==> config.mk <==
export PLATFORM = sky130hd
export DESIGN_NAME = pcu_restore_ctrl
export DESIGN_NICKNAME = d
export VERILOG_FILES = /design/src/rtl/pcu_restore_ctrl.sv
export SDC_FILE = /design/constraint.sdc
export NUM_CORES = 1
export LEC_CHECK = 0
export CELL_PAD_IN_SITES_DETAIL_PLACEMENT = 2
export CELL_PAD_IN_SITES_GLOBAL_PLACEMENT = 2
export CORE_MARGIN = 1.5
export CORE_UTILIZATION = 24
export CTS_BUF_LIST = sky130_fd_sc_hd__clkbuf_16
export DETAILED_ROUTE_END_ITERATION = 16
export HOLD_SLACK_MARGIN = 0.15
export PLACE_DENSITY = 0.94
export RECOVER_POWER = 50
export SLEW_MARGIN = 20
export SYNTH_ARGS = -nofsm -noshare
export SYNTH_HDL_FRONTEND = slang
export SYNTH_SLANG_ARGS = --single-unit
==> constraint.sdc <==
create_clock -name Clk -period 3.75 [get_ports Clk]
set_input_delay 0.5625 -clock Clk [delete_from_list [all_inputs] [get_ports Clk]]
set_output_delay 0.5625 -clock Clk [all_outputs]
set_load 0.01 [all_outputs]
==> src/rtl/pcu_restore_ctrl.sv <==
// Restore sequencer: drains the backup buffer one {data, addr} entry per
// three cycles (POP, LATCH, WRITE) and drives a one-hot restore to the addressed wrapper.
module pcu_restore_ctrl #(
  parameter  int K      = 10,
  parameter  int N      = 32,
  localparam int LOG2_K = $clog2(K)
) (
  input  logic                Clk,
  input  logic                Rst,
  input  logic                Pwr_off,
  input  logic                Start_Restore,
  input  logic                IsEmpty_Buffer,
  input  logic [N+LOG2_K-1:0] PopVal_Buffer,
  output logic                PopEn_Buffer,
  output logic [N-1:0]        Restore_Vin,
  output logic [K-1:0]        Restore_Ens,
  output logic [K-1:0]        Restored,
  output logic                Busy,
  output logic                Done,
  output logic                Err
);

  typedef enum logic [2:0] {
    S_IDLE,
    S_POP,
    S_LATCH,
    S_WRITE,
    S_DONE,
    S_ERR
  } state_t;

  state_t            state_q, state_d;
  logic [N-1:0]      data_q, data_d;
  logic [LOG2_K-1:0] addr_q, addr_d;
  logic [K-1:0]      restored_q, restored_d;

  logic [N-1:0]      pop_data;
  logic [LOG2_K-1:0] pop_addr;
  logic              pop_addr_oob;
  logic [K-1:0]      addr_onehot;

  assign pop_data     = PopVal_Buffer[N+LOG2_K-1:LOG2_K];
  assign pop_addr     = PopVal_Buffer[LOG2_K-1:0];
  // Widened by one bit so the range check also works when K is a power of two.
  assign pop_addr_oob = ({1'b0, pop_addr} >= (LOG2_K+1)'(K));

  always_comb begin
    addr_onehot = '0;
    for (int unsigned i = 0; i < K; i++) begin
      addr_onehot[i] = (addr_q == LOG2_K'(i));
    end
  end

  always_comb begin
    state_d      = state_q;
    data_d       = data_q;
    addr_d       = addr_q;
    restored_d   = restored_q;
    PopEn_Buffer = 1'b0;
    Busy         = 1'b0;
    Done         = 1'b0;
    Err          = 1'b0;
    Restore_Ens  = '0;
    Restore_Vin  = '0;
    case (state_q)
      S_IDLE: begin
        if (Start_Restore) begin
          restored_d = '0;
          state_d    = IsEmpty_Buffer ? S_DONE : S_POP;
        end
      end
      S_POP: begin
        PopEn_Buffer = 1'b1;
        Busy         = 1'b1;
        state_d      = S_LATCH;
      end
      S_LATCH: begin
        Busy    = 1'b1;
        data_d  = pop_data;
        addr_d  = pop_addr;
        state_d = pop_addr_oob ? S_ERR : S_WRITE;
      end
      S_WRITE: begin
        Busy        = 1'b1;
        Restore_Ens = addr_onehot;
        Restore_Vin = data_q;
        restored_d  = restored_q | addr_onehot;
        state_d     = IsEmpty_Buffer ? S_DONE : S_POP;
      end
      S_DONE: begin
        Done    = 1'b1;
        state_d = S_IDLE;
      end
      S_ERR: begin
        Err = 1'b1;
        if (Start_Restore) begin
          restored_d = '0;
          state_d    = IsEmpty_Buffer ? S_DONE : S_POP;
        end
      end
      default: state_d = S_IDLE;
    endcase
  end

  assign Restored = restored_q;

  always_ff @(posedge Clk) begin
    if (!Rst || Pwr_off) begin
      state_q    <= S_IDLE;
      data_q     <= '0;
      addr_q     <= '0;
      restored_q <= '0;
    end else begin
      state_q    <= state_d;
      data_q     <= data_d;
      addr_q     <= addr_d;
      restored_q <= restored_d;
    end
  end

endmodule

; After elaboration in Yosys (flattened, before gate mapping)
; Cells that the tools add are included.
[classes]
mux = 12
n_shift = 0
n_bitwise = 1
n_mul = 0
div_mod_pow = 0
magnitude_cmp = 1
n_reduce_logical = 8
n_eq_ne = 15
n_addsub = 0
[op_table]
columns = operator, count
row1 = 32-bit two-way mux, 1
row2 = 10-bit two-way mux, 2
row3 = 10-bit case mux with 2 select lines, 1
row4 = 4-bit by 3-bit == test with 1-bit output (second input constant), 4
row5 = 3-bit case mux with 4 select lines, 1
row6 = 10-bit OR, 1
row7 = 3-bit two-way mux, 3
row8 = 4-bit by 2-bit == test with 1-bit output (second input constant), 2
row9 = 4-bit == test (second input constant), 2
row10 = 3-bit by 2-bit == test with 1-bit output (second input constant), 2
row11 = 3-bit == test (second input constant), 2
row12 = 4-bit by 1-bit == test with 1-bit output (second input constant), 1
row13 = 4-bit greater-or-equal comparator (second input constant), 1
row14 = 4-bit zero test, 1
row15 = 1-bit two-way mux, 4
row16 = 3-bit by 1-bit == test with 1-bit output (second input constant), 1
row17 = 3-bit zero test, 1
row18 = 3-bit OR reduction, 1
row19 = 2-bit by 1-bit inequality test with 1-bit output (second input constant), 1
row20 = 2-bit AND reduction, 1
row21 = 2-bit nonzero test, 1
row22 = 2-bit OR reduction, 1
row23 = 1-bit zero test, 1
row24 = 1-bit logical OR, 1
[word_totals]
mem_count = 0
elab_cells = 41
latch_bits = 0
ramBits = 0
out_inout_bits = 56
input_bits = 41
romBits = 0
register_bits = 49

; Logic depth before layout (Yosys ltp)
; Gate-level depths: netlist (run 1).
[depth]
depth_word = 4
mapped_depth = 6
ltp_nobuf = 4

; Worst setup path before layout (run 1)
; OpenSTA, ideal clock, no wires.
[synth_path]
path_kind = flip-flop to output port
startpoint = reg state_q[0]
endpoint = out Restore_Ens[4]
stages_incl_launch_ff = 6
n_path_buf = 2
t_required_ns = 3.188
setup_slack_ns = 2.073
arrival_ns = 1.114
path_cell_list = dfxtp_1 buf_6 and3b_1 buf_4 nand3b_1 nor3_1
[synth_via]
elab_chain_cells = 2
[synth_rtl]
columns = item, line_no
row1 = "start, declared", 32  ; state_t state_q, state_d;
row2 = "start signal, assigned", 114  ; state_q <= state_d;
row3 = 3-bit by 2-bit == test with 1-bit output, 65  ; case (state_q)
row4 = 10-bit two-way mux, 65
row5 = "end, declared", 16  ; output logic [K-1:0] Restore_Ens,
; Every way passes these cells.

; Worst setup path in the final report (run 1)
[layout_path]
startpoint = reg state_q[0]
endpoint = out Restore_Vin[23]
[layout_via]
elab_chain_cells = 2
[layout_rtl]
columns = item, line_no
row1 = 3-bit by 2-bit == test with 1-bit output, 65
row2 = 32-bit two-way mux, 65
row3 = "end, declared", 15  ; output logic [N-1:0] Restore_Vin,
; Every way passes these cells.

==> results of run 1 <==
-- cells in the mapped netlist (3+ instances only) --
| master | instances |
|---|---|
| sky130_fd_sc_hd__a21oi_1 | 37 |
| sky130_fd_sc_hd__a22o_1 | 4 |
| sky130_fd_sc_hd__a31oi_1 | 3 |
| sky130_fd_sc_hd__and2_1 | 33 |
| sky130_fd_sc_hd__buf_2 | 3 |
| sky130_fd_sc_hd__buf_4 | 5 |
| sky130_fd_sc_hd__buf_6 | 5 |
| sky130_fd_sc_hd__clkbuf_1 | 9 |
| sky130_fd_sc_hd__dfxtp_1 | 49 |
| sky130_fd_sc_hd__inv_1 | 3 |
| sky130_fd_sc_hd__nand2_1 | 80 |
| sky130_fd_sc_hd__nor2_1 | 14 |
| sky130_fd_sc_hd__nor3_1 | 4 |
| sky130_fd_sc_hd__o21ai_1 | 5 |
-- worst max path at each step --
stage / slack (ns) / start / end
6_report: 0.85 / state_q[0] / Restore_Vin[23]
3_3_place_gp: 1.21 / state_q[0] / Restore_Vin[0]
3_5_place_dp: 1.13 / state_q[0] / Restore_Vin[0]
5_1_grt: 0.66 / state_q[1] / Restore_Vin[11]
2_1_floorplan: 2.07 / state_q[0] / Restore_Ens[4]
4_1_cts: 0.81 / state_q[0] / Restore_Vin[0]
-- logic make-up after synthesis --
kind of cell	count (synthesis)	synth area share (%)
and+or+nand+nor	147	32.67
AOI/OAI and AO/OA	56	14.56
DFF	49	44.93
buffers and inverters	25	7.048
xor gates and xnor gates	2	0.8024
-- routing by layer --
layer  track usage [%]  part of all wire (%)  up-vias
li1                  -                     -     1070
met1             18.10                    43     1046
met2             28.08                    51       56
met3             3.579                   4.7        2
met4             2.925                  0.40        0
met5                 0                     0        -
-- layout make-up --
| class | count | area, sq um | share of cell area (%) |
|---|---|---|---|
| clock buffers | 5 | 125.1 | 3.751 |
| clock inverters | 3 | 41.29 | 1.238 |
| inverters | 3 | 11.26 | 0.3376 |
| multi-input cells | 205 | 1055 | 31.62 |
| flip-flops and latches | 49 | 980.9 | 29.41 |
| well taps | 108 | 135.1 | 4.051 |
| repair buffers | 100 | 987.2 | 29.59 |
-- flip-flops by register name, summed over array words and instances, names as in the netlist --
signal	count
state_q	3
data_q	32
addr_q	4
Restored	10
-- power breakdown --
group          switching [mW]  internal [mW]
clock                   0.197          0.313
combinational          0.0257         0.0445
sequential            0.00306          0.522
total                   0.225          0.879
-- stage by stage --
stage,power [mW],worst slack (ns),std cells,area [sq um],utilization [%]
finish,1.104,0.8454,473,3336,38.06
global route,1.148,0.6574,473,3336,38.06
CTS,1.117,0.8138,473,3339,38.11
detailed placement,0.6079,1.134,465,3173,36.21
global placement,0.6057,1.207,465,3173,36.21
floorplan,0.5568,2.073,279,2183,-
-- worst max-delay path, cell delays in order (launching register included) --
cell and delay, ns:
sky130_fd_sc_hd__dfxtp_1 0.52, sky130_fd_sc_hd__and3b_1 0.44, sky130_fd_sc_hd__buf_4 0.35, sky130_fd_sc_hd__and2_1 0.19
sky130_fd_sc_hd__clkdlybuf4s50_1 0.55
==> summary.md, run 1 <==
| Metric | Value |
|---|---|
| Classification of the worst-slack hold path | `flip-flop to flip-flop` |
| Top-level port count | `97` |
| Clock edge transition at the registers on the reported setup and hold paths | `0.07 ns` |
| Total DRC errors in the routed layout | `0` |
| Share of synthesized flip-flops with an asynchronous set or reset | `0%` |
| Data required, critical path | `3.19 ns` |
| Tightest slew margin relative to the limit | `38.03%` |
| Routability congestion estimate from global placement | `0.7423` |
| Yosys warning count | `0` |
| Routed wirelength normalized by instance count | `15.36 um` |
| Crit Reg-Reg Endpoint | `data_q[21]` |
| Total Routed Length | `7267 um` |
| Endpoint arrival time on the critical path | `2.34 ns` |
| Leakage power summed over all cells | `1.124 nW` |
| Post-layout minimum cycle time | `2.905 ns` |
| Leading cell type in the layout, fill and taps excluded | `sky130_fd_sc_hd__clkdlybuf4s50_1` |
| Post-synthesis cell type count | `32` |
| Leading area contributor after synthesis | `sky130_fd_sc_hd__dfxtp_1` |
| Post-synth net total | `320` |
| Final Max Slew Viols | `0` |
| Diodes inserted | `0` |
| First-pass GRT wire length | `11,980 um` |
| Post-synth top area share | `44.93%` |
| Clock root buffer master | `sky130_fd_sc_hd__clkbuf_16` |
| Post-detailed-route via-to-cell ratio | `4.596` |
| Total global-route track usage | `15.28%` |
| Number of CTS-inserted buffers | `5` |
| Commonest cells after routing, fill and taps aside | `sky130_fd_sc_hd__clkdlybuf4s50_1, sky130_fd_sc_hd__nand2_1, sky130_fd_sc_hd__dfxtp_1, sky130_fd_sc_hd__a21oi_1, sky130_fd_sc_hd__and2_1` |
| Period utilization | `77.46%` |
| Post-Route Hold Slack | `0.4474 ns` |
| X dimension of the die | `98.38 um` |
| Sum of overflow across all layers after global routing | `0` |
| Clock sink count | `49` |
| Reg-to-reg setup timing slack | `1.33 ns` |
| Hold path startpoint | `Restored[3]` |
| Final Net Count | `405` |
| Number of cell instances on the worst register-to-register path | `4` |
| Syn Area/Cell | `7.826 sq um` |
| Max Root-Sink Buffers | `2` |
| Standard-cell row count | `34` |
| CTS resizes | `0` |
| Detailed-routing iteration count for the pre-antenna-repair pass | `4` |
| CP startpoint kind | `flip-flop` |
| Sequential-to-total area share from yosys stat | `44.93%` |
| Quantity of I/O buffers inserted on ports | `96` |
| Reg-to-Reg Start | `state_q[1]` |
| Reported max-cap violation count | `0` |
| Cell types with the largest area share after synthesis | `sky130_fd_sc_hd__dfxtp_1, sky130_fd_sc_hd__nand2_1, sky130_fd_sc_hd__and2_1` |
| PwrDens | `331.0 nW/um^2` |
| Clock tree from TritonCTS | `built` |
| Post-CTS Hold Fix Bufs | `0` |
| Share of cells above drive strength 1 | `4.110%` |
| Detailed router's first-iteration violation count | `45` |
| Number of cells on the worst hold path | `2` |
| Maximum clock frequency | `344.3 MHz` |
| Hold worst-path end | `Restored[3]` |
| Initial core utilization | `24.91%` |
| Seq cells post-synth | `49` |
| Via total after detailed routing | `2,174` |
| Number of enable flip-flop cells after synthesis | `0` |
| Pin count of the biggest net entering global routing | `38` |
| Kind of end point of the critical path | `output pin` |
| Floorplan Core Area | `8763 sq um` |
| Die Footprint | `9679 sq um` |
| Area added between synthesis and finish | `52.78%` |
| Setup total negative slack | `0 ns` |
| Final setup violation count | `0` |
| Peak supply drop | `0.2599 mV` |
| Unrepaired setup endpoints after global routing | `false` |
| Synth Instances | `279` |
| Number of global-route vias before repair | `2,420` |
| Insertion delay of the later-clocked pin in the worst-skew pair | `0.28 ns` |
| Worst Clk Skew | `0.007299 ns` |
| Remaining antenna violation count | `0` |
| Critical Setup Path Class | `flip-flop to output pin` |
| Largest fanout on the critical path | `27` |
| Detailed Place HPWL | `5524 um` |
| Filler Cell Count | `994` |
| H-tree lvl count | `2` |
| Primary FF master, synth | `sky130_fd_sc_hd__dfxtp_1` |
| Cell area after technology mapping | `2183 sq um` |
| Final count of hold timing violations | `0` |
| Run status | `complete, no violations` |
| Post-CTS repair timing setup buffer count | `0` |
| Number of antenna violations at the first check in global routing | `0` |
| Measured slew at the worst slew-check pin | `0.9295 ns` |
| Chip Height | `98.38 um` |
No activity file was read; power rests on OpenSTA's default activity.
==> run 2, diff against run 1 <==
Settings changed: CORE_UTILIZATION 24 to 22, PLACE_DENSITY 0.94 to 0.88.
Clock period 3.75 ns to 2.8 ns, I/O delays scaled along.
==> run 2 against run 1 <==
Count of clock-buffer cells in the layout stayed put. Power is 24% higher. Sequential power is 34% higher. Setup slack worse by 0.61 ns. Global-route usage is 1.3 points lower. First-iteration DRC count is 16% lower. Core utilization is 3.3 points lower. Critical path depth stayed put. Clock skew is 0.00057 ns lower. Final cell count is 6.1% higher. Die area is 8.8% higher. Critical path type unchanged. Largest cell class unchanged.
==> summary.md, run 2 (synthesized netlist as in run 1, its figures left out) <==
| Metric | Value |
|---|---|
| PwrDens | `406.0 nW/um^2 (+23%)` |
| Sum of overflow across all layers after global routing | `0 (unchanged)` |
| Pin count of the biggest net entering global routing | `38 (unchanged)` |
| Initial core utilization | `22.55% (-2.4 points)` |
| Post-layout minimum cycle time | `2.568 ns` |
| Post-route cell area | `3367 sq um (+0.94%)` |
| Final setup margin | `0.2322 ns (-0.6132 ns)` |
| Floorplan Core Area | `9684 sq um (+11%)` |
| Setup total negative slack | `0 ns (unchanged)` |
| Post-Route Hold Slack | `0.4531 ns (+0.005670 ns)` |
| Endpoint arrival time on the critical path | `2.15 ns (-0.19 ns)` |
| Worst setup slack before clock tree synthesis | `0.3809 ns (-0.7536 ns)` |
| Routability congestion estimate from global placement | `0.7423 (unchanged)` |
| Total Routed Length | `7236 um (-0.43%)` |
| Chip Height | `102.6 um (+4.3%)` |
| Sequential fraction of design power | `51.3% (+3.8 points)` |
| Unrepaired setup endpoints after global routing | `false` |
| Data required, critical path | `2.38 ns (-0.81 ns)` |
| Period utilization | `91.71%` |
| Number of antenna violations at the first check in global routing | `0 (unchanged)` |
| Total global-route track usage | `14.01% (-1.3 points)` |
| Kind of end point of the critical path | `output pin` |
| Leading cell type in the layout, fill and taps excluded | `sky130_fd_sc_hd__clkdlybuf4s50_1` |
| Detailed-routing iteration count for the pre-antenna-repair pass | `7 (+3)` |
| Filler Cell Count | `1,103 (+11%)` |
| Commonest cells after routing, fill and taps aside | `sky130_fd_sc_hd__clkdlybuf4s50_1, sky130_fd_sc_hd__nand2_1, sky130_fd_sc_hd__dfxtp_1, sky130_fd_sc_hd__a21oi_1, sky130_fd_sc_hd__and2_1` |
| Number of CTS-inserted buffers | `5 (unchanged)` |
| CP startpoint kind | `flip-flop` |
| Insertion delay of the later-clocked pin in the worst-skew pair | `0.28 ns (about the same)` |
| Post-detailed-route via-to-cell ratio | `4.414 (-4.0%)` |
| Via total after detailed routing | `2,216 (+1.9%)` |
| Classification of the worst-slack hold path | `flip-flop to flip-flop` |
| Stage delay of the slowest cell on the critical path | `0.58 ns (+0.03 ns)` |
| Standard-cell row count | `36 (+5.9%)` |
| Clock power share | `41.6% (-4.5 points)` |
| Net switching power | `284.1 uW (+26%)` |
| X dimension of the die | `102.6 um (+4.3%)` |
| Max reg flops | `32 (unchanged)` |
| Final Core Density | `34.77% (-3.3 points)` |
| Cell Chain, Critical Path | `and3b_2, nand3b_1, nor3_1, clkdlybuf4s50_1` |
| Die Footprint | `10,530 sq um (+8.8%)` |
| Diodes inserted | `0 (unchanged)` |
| Maximum clock frequency | `389.4 MHz` |
| Quantity of I/O buffers inserted on ports | `96 (unchanged)` |
| Final count of hold timing violations | `0 (unchanged)` |
| First-pass GRT wire length | `11,580 um (-3.3%)` |
| Detailed Place HPWL | `5602 um (+1.4%)` |
| H-tree lvl count | `2 (unchanged)` |
| Run status | `complete, no violations` |
| DP Area | `3234 sq um (+1.9%)` |
| Reported max-cap violation count | `0 (unchanged)` |
| Total DRC errors in the routed layout | `0 (unchanged)` |
| Peak supply drop | `0.2142 mV (-18%)` |
| Clock tree from TritonCTS | `built` |
| Tightest slew margin relative to the limit | `38.92% (+0.88 points)` |
| Switching Share | `20.79% (+0.37 points)` |
| Measured slew at the worst slew-check pin | `0.9162 ns (-0.01325 ns)` |
| Slowest stage cell on the critical path | `sky130_fd_sc_hd__clkdlybuf4s50_1` |
| Share of cells above drive strength 1 | `5.149% (+1.0 points)` |
| Worst Clk Skew | `0.006733 ns (-0.0005656 ns)` |
| Multi-input gate area | `1056 sq um (+0.12%)` |
| Final Max Slew Viols | `0 (unchanged)` |
| Combinational power share | `7.1% (+0.7 points)` |
| Area added between synthesis and finish | `54.21%` |
| Clock sink count | `49 (unchanged)` |
| Critical Setup Path Class | `flip-flop to output pin` |
| Detailed router's first-iteration violation count | `38 (-16%)` |
| Clock root buffer master | `sky130_fd_sc_hd__clkbuf_16` |
| Top-level port count | `97 (unchanged)` |
| Leakage power summed over all cells | `1.135 nW (+0.97%)` |
| Number of global-route vias before repair | `2,382 (-1.6%)` |
| Final setup violation count | `0 (unchanged)` |
| Max Root-Sink Buffers | `2 (unchanged)` |
| Internal power | `1.083 mW (+23%)` |
| Area used by sequential logic in the layout | `980.9 sq um (unchanged)` |
| Remaining antenna violation count | `0 (unchanged)` |
| Largest fanout on the critical path | `10 (-63%)` |
| Final Net Count | `409 (+0.99%)` |
| Register name with the most flops | `data_q` |
| Clock edge transition at the registers on the reported setup and hold paths | `0.06 ns (about the same)` |
| Routed wirelength normalized by instance count | `14.41 um (-6.2%)` |
[run 2: cell types whose count changed in the layout (fill, tap and decap cells not counted), sizes merged]
cell,delta
clkinv,+2
clkinvlp,-1
clkbuf,+1
bufinv,-1
buf,+3
[run 2: layout make-up]
type	instances	area share, %
Clock buffer	5	3.716
Clock inverter	3	0.3716
Inverter	3	0.3344
Multi-Input combinational cell	205	31.36
Sequential cell	49	29.13
Tap cell	133	4.942
Timing Repair Buffer	104	30.14
[run 2: metal layers]
metal / wire length (um) / up-vias / track usage (%) / share of wire [%]
li1: - / 1083 / - / -
met1: 3064 / 1067 / 16.70 / 42
met2: 3769 / 59 / 25.98 / 52
met3: 341 / 7 / 3.051 / 4.7
met4: 59 / 0 / 2.529 / 0.82
met5: 0 / - / 0 / 0
[run 2: path summary, 6_finish.rpt]
| path | startpoint | end | slack [ns] | depth (start not counted) |
|---|---|---|---|---|
| max | state_q[0] | Restore_Ens[4] | 0.23 | 4 |
| min | data_q[31] | data_q[31] | 0.45 | 2 |
| max reg2reg | state_q[1] | state_q[2] | 0.82 | 5 |
| min reg2reg | data_q[31] | data_q[31] | 0.45 | 2 |
[run 2: power groups by stage]
stage          combinational, mW  sequential, mW  clock, mW
2_1_floorplan             0.0303           0.715          0
3_3_place_gp              0.0966           0.717          0
3_5_place_dp              0.0992           0.718          0
4_1_cts                   0.0997           0.701      0.595
5_1_grt                    0.105           0.701      0.618
6_report                  0.0964           0.702      0.569
[run 2: metrics by stage]
step                      power, mW  std cells
after global routing          1.424        502
after CTS                     1.396        502
after detailed placement     0.8167        494
after global placement       0.8136        494
after floorplan              0.7457        279
final                         1.367        502
[run 2: what timing repair did]
| action | CTS | global route |
|---|---|---|
| hold endpoints to repair | 0 | 0 |
| hold buffers | 0 | 0 |
| buffers inserted | 0 | 0 |
| gates resized for setup | 0 | 1 |
| setup endpoints to repair | 0 | 2 |
[run 2: critical path: cells and delay by family (launching register included)]
kind / cells / cell delay [ns]
AND/OR/NAND/NOR: 3 / 0.73
flip-flops: 1 / 0.55
buffers and inverters: 1 / 0.58
==> run 3, diff against run 2 <==
Settings changed: CTS_BUF_LIST sky130_fd_sc_hd__clkbuf_16 to not set.
==> run 3 against run 2 <==
Final area decreased by 1.0%. Count of clock-buffer cells in the layout increased by 2. Core utilization decreased by 0.36 points. Critical path depth unchanged. Largest power group unchanged.
==> summary.md, run 3 (synthesized netlist as in run 1, its figures left out) <==
| Metric | Value |
|---|---|
| Number of antenna violations at the first check in global routing | `0 (unchanged)` |
| Final Max Slew Viols | `0 (unchanged)` |
| Number of cell instances on the worst register-to-register path | `5 (unchanged)` |
| First-pass GRT wire length | `11,610 um (+0.29%)` |
| Total Routed Length | `7263 um (+0.37%)` |
| Launch point of the critical path | `state_q[1]` |
| Leading cell type in the layout, fill and taps excluded | `sky130_fd_sc_hd__clkdlybuf4s50_1` |
| Largest fanout on the critical path | `11 (+1)` |
| Measured slew at the worst slew-check pin | `0.9065 ns (-0.009723 ns)` |
| Hold path startpoint | `data_q[31]` |
| Total DRC errors in the routed layout | `0 (unchanged)` |
| Initial core utilization | `22.55% (unchanged)` |
| Endpoint arrival time on the critical path | `2.16 ns (about the same)` |
| Number of global-route vias before repair | `2,393 (+0.46%)` |
| Clock sink count | `49 (unchanged)` |
| Hold worst-path end | `data_q[31]` |
| Unrepaired setup endpoints after global routing | `false` |
| Post-placement cell count | `494 (unchanged)` |
| H-tree lvl count | `2 (unchanged)` |
| Via total after detailed routing | `2,215 (-0.045%)` |
| Peak supply drop | `0.1615 mV (-25%)` |
| Max reg flops | `32 (unchanged)` |
| Post-layout minimum cycle time | `2.583 ns (+0.01528 ns)` |
| Detailed Place HPWL | `5602 um (unchanged)` |
| Leakage power summed over all cells | `1.121 nW (-1.2%)` |
| Diodes inserted | `0 (unchanged)` |
| Pin count of the biggest net entering global routing | `38 (unchanged)` |
| Data required, critical path | `2.38 ns (about the same)` |
| Setup total negative slack | `0 ns (unchanged)` |
| Detailed-routing iteration count for the pre-antenna-repair pass | `4 (-3)` |
| Tightest slew margin relative to the limit | `39.57% (+0.65 points)` |
| Final Net Count | `409 (unchanged)` |
| Routability congestion estimate from global placement | `0.7423 (unchanged)` |
| Die Footprint | `10,530 sq um (unchanged)` |
| Overall power after layout | `1.256 mW (-8.1%)` |
| Commonest cells after routing, fill and taps aside | `sky130_fd_sc_hd__clkdlybuf4s50_1, sky130_fd_sc_hd__nand2_1, sky130_fd_sc_hd__dfxtp_1, sky130_fd_sc_hd__a21oi_1, sky130_fd_sc_hd__and2_1` |
| Reg-to-reg setup timing slack | `0.81 ns (about the same)` |
| Number of cells on the worst hold path | `2 (unchanged)` |
| Reported max-cap violation count | `0 (unchanged)` |
| Buffering stage count on the worst path with inverters included | `1 (unchanged)` |
| Insertion delay of the later-clocked pin in the worst-skew pair | `0.30 ns (+0.02 ns)` |
| Reg-to-Reg Start | `state_q[1]` |
| PwrDens | `377.1 nW/um^2 (-7.1%)` |
| Standard-cell row count | `36 (unchanged)` |
| Total global-route track usage | `14.13% (+0.11 points)` |
| Quantity of I/O buffers inserted on ports | `96 (unchanged)` |
| Period utilization | `92.25% (+0.55 points)` |
| Chip Height | `102.6 um (unchanged)` |
| Share of cells above drive strength 1 | `5.962% (+0.81 points)` |
| Sum of overflow across all layers after global routing | `0 (unchanged)` |
| Slowest stage cell on the critical path | `sky130_fd_sc_hd__clkdlybuf4s50_1` |
| Floorplan Core Area | `9684 sq um (unchanged)` |
| Register name with the most flops | `data_q` |
| Detailed router's first-iteration violation count | `42 (+11%)` |
| Number of CTS-inserted buffers | `5 (unchanged)` |
| Clock edge transition at the registers on the reported setup and hold paths | `0.09 ns (+0.03 ns)` |
| Classification of the worst-slack hold path | `flip-flop to flip-flop` |
| Kind of end point of the critical path | `output pin` |
| Area added between synthesis and finish | `52.61%` |
| Post-Layout Cell Count | `502 (unchanged)` |
| Remaining antenna violation count | `0 (unchanged)` |
| Clock tree from TritonCTS | `built` |
| Max Root-Sink Buffers | `2 (unchanged)` |
| Crit Reg-Reg Endpoint | `state_q[2]` |
| CP startpoint kind | `flip-flop` |
| Worst Clk Skew | `0.003981 ns (-0.002752 ns)` |
| Cell Chain, Critical Path | `and3b_2, nand3b_1, nor3_1, clkdlybuf4s50_1` |
| X dimension of the die | `102.6 um (unchanged)` |
| Critical Setup Path Class | `flip-flop to output pin` |
| Routed wirelength normalized by instance count | `14.47 um (+0.37%)` |
| Post-CTS repair timing setup buffer count | `0 (unchanged)` |
| Final setup violation count | `0 (unchanged)` |
| Top-level port count | `97 (unchanged)` |
| Clock root buffer master | `sky130_fd_sc_hd__clkbuf_8` |
| Maximum clock frequency | `387.1 MHz (-0.59%)` |
| Stage delay of the slowest cell on the critical path | `0.58 ns (about the same)` |
| Run status | `complete, no violations` |
| CP top delay family | `simple AND/OR/NAND/NOR gates` |
| Post-detailed-route via-to-cell ratio | `4.412 (about the same)` |
| Final count of hold timing violations | `0 (unchanged)` |
==> run 3: stage by stage <==
step / area (sq um) / util, % / setup slack [ns] / hold slack (ns)
3_3_place_gp: 3234 / 33.40 / 0.5443 / 0.4358
6_report: 3332 / 34.41 / 0.2169 / 0.4570
4_1_cts: 3336 / 34.44 / 0.04109 / 0.4622
3_5_place_dp: 3234 / 33.40 / 0.3809 / 0.4490
5_1_grt: 3332 / 34.41 / 0.01030 / 0.4788
2_1_floorplan: 2183 / - / 1.266 / 0.4317
==> run 3: final cells by class <==
class / instances / area (sq um)
fillers: 1107 / 6352
clock inverters: 1 / 5.005
clock buffers: 7 / 96.34
well taps: 133 / 166.4
multi-input cells: 205 / 1056
inverters: 3 / 11.26
repair buffers: 104 / 1015
flip-flops and latches: 49 / 982.2
==> run 3: worst max-delay path by stage <==
stage               slack [ns]  cells past startpoint              end
finish                    0.22                      4   Restore_Ens[4]
global route              0.01                      4   Restore_Ens[4]
CTS                       0.04                      4   Restore_Ens[4]
detailed placement        0.38                      4   Restore_Ens[4]
global placement          0.54                      4  Restore_Vin[11]
floorplan                 1.27                      5   Restore_Ens[4]
==> run 3: repair_timing <==
action	4_1_cts	5_1_grt
hold buffers	0	0
endpoints found under the setup margin	0	13
gates resized for setup	0	2
==> run 3: per-layer routing <==
metal / track usage (%) / part of all wire [%]
met1: 16.58 / 42
met5: 0 / 0
met4: 3.161 / 1.2
met2: 26.24 / 52
met3: 3.051 / 4.9
==> run 3: tightest hold or removal path: stages (launching register included) <==
cell and delay [ns]:
sky130_fd_sc_hd__dfxtp_1 0.31, sky130_fd_sc_hd__nand2_1 0.05, sky130_fd_sc_hd__a21oi_1 0.05
==> run 3: power by group <==
part / internal [mW] / switching (mW)
Sequential: 0.698 / 0.00274
Combinational: 0.0606 / 0.0358
Clock: 0.224 / 0.235
Total: 0.983 / 0.274
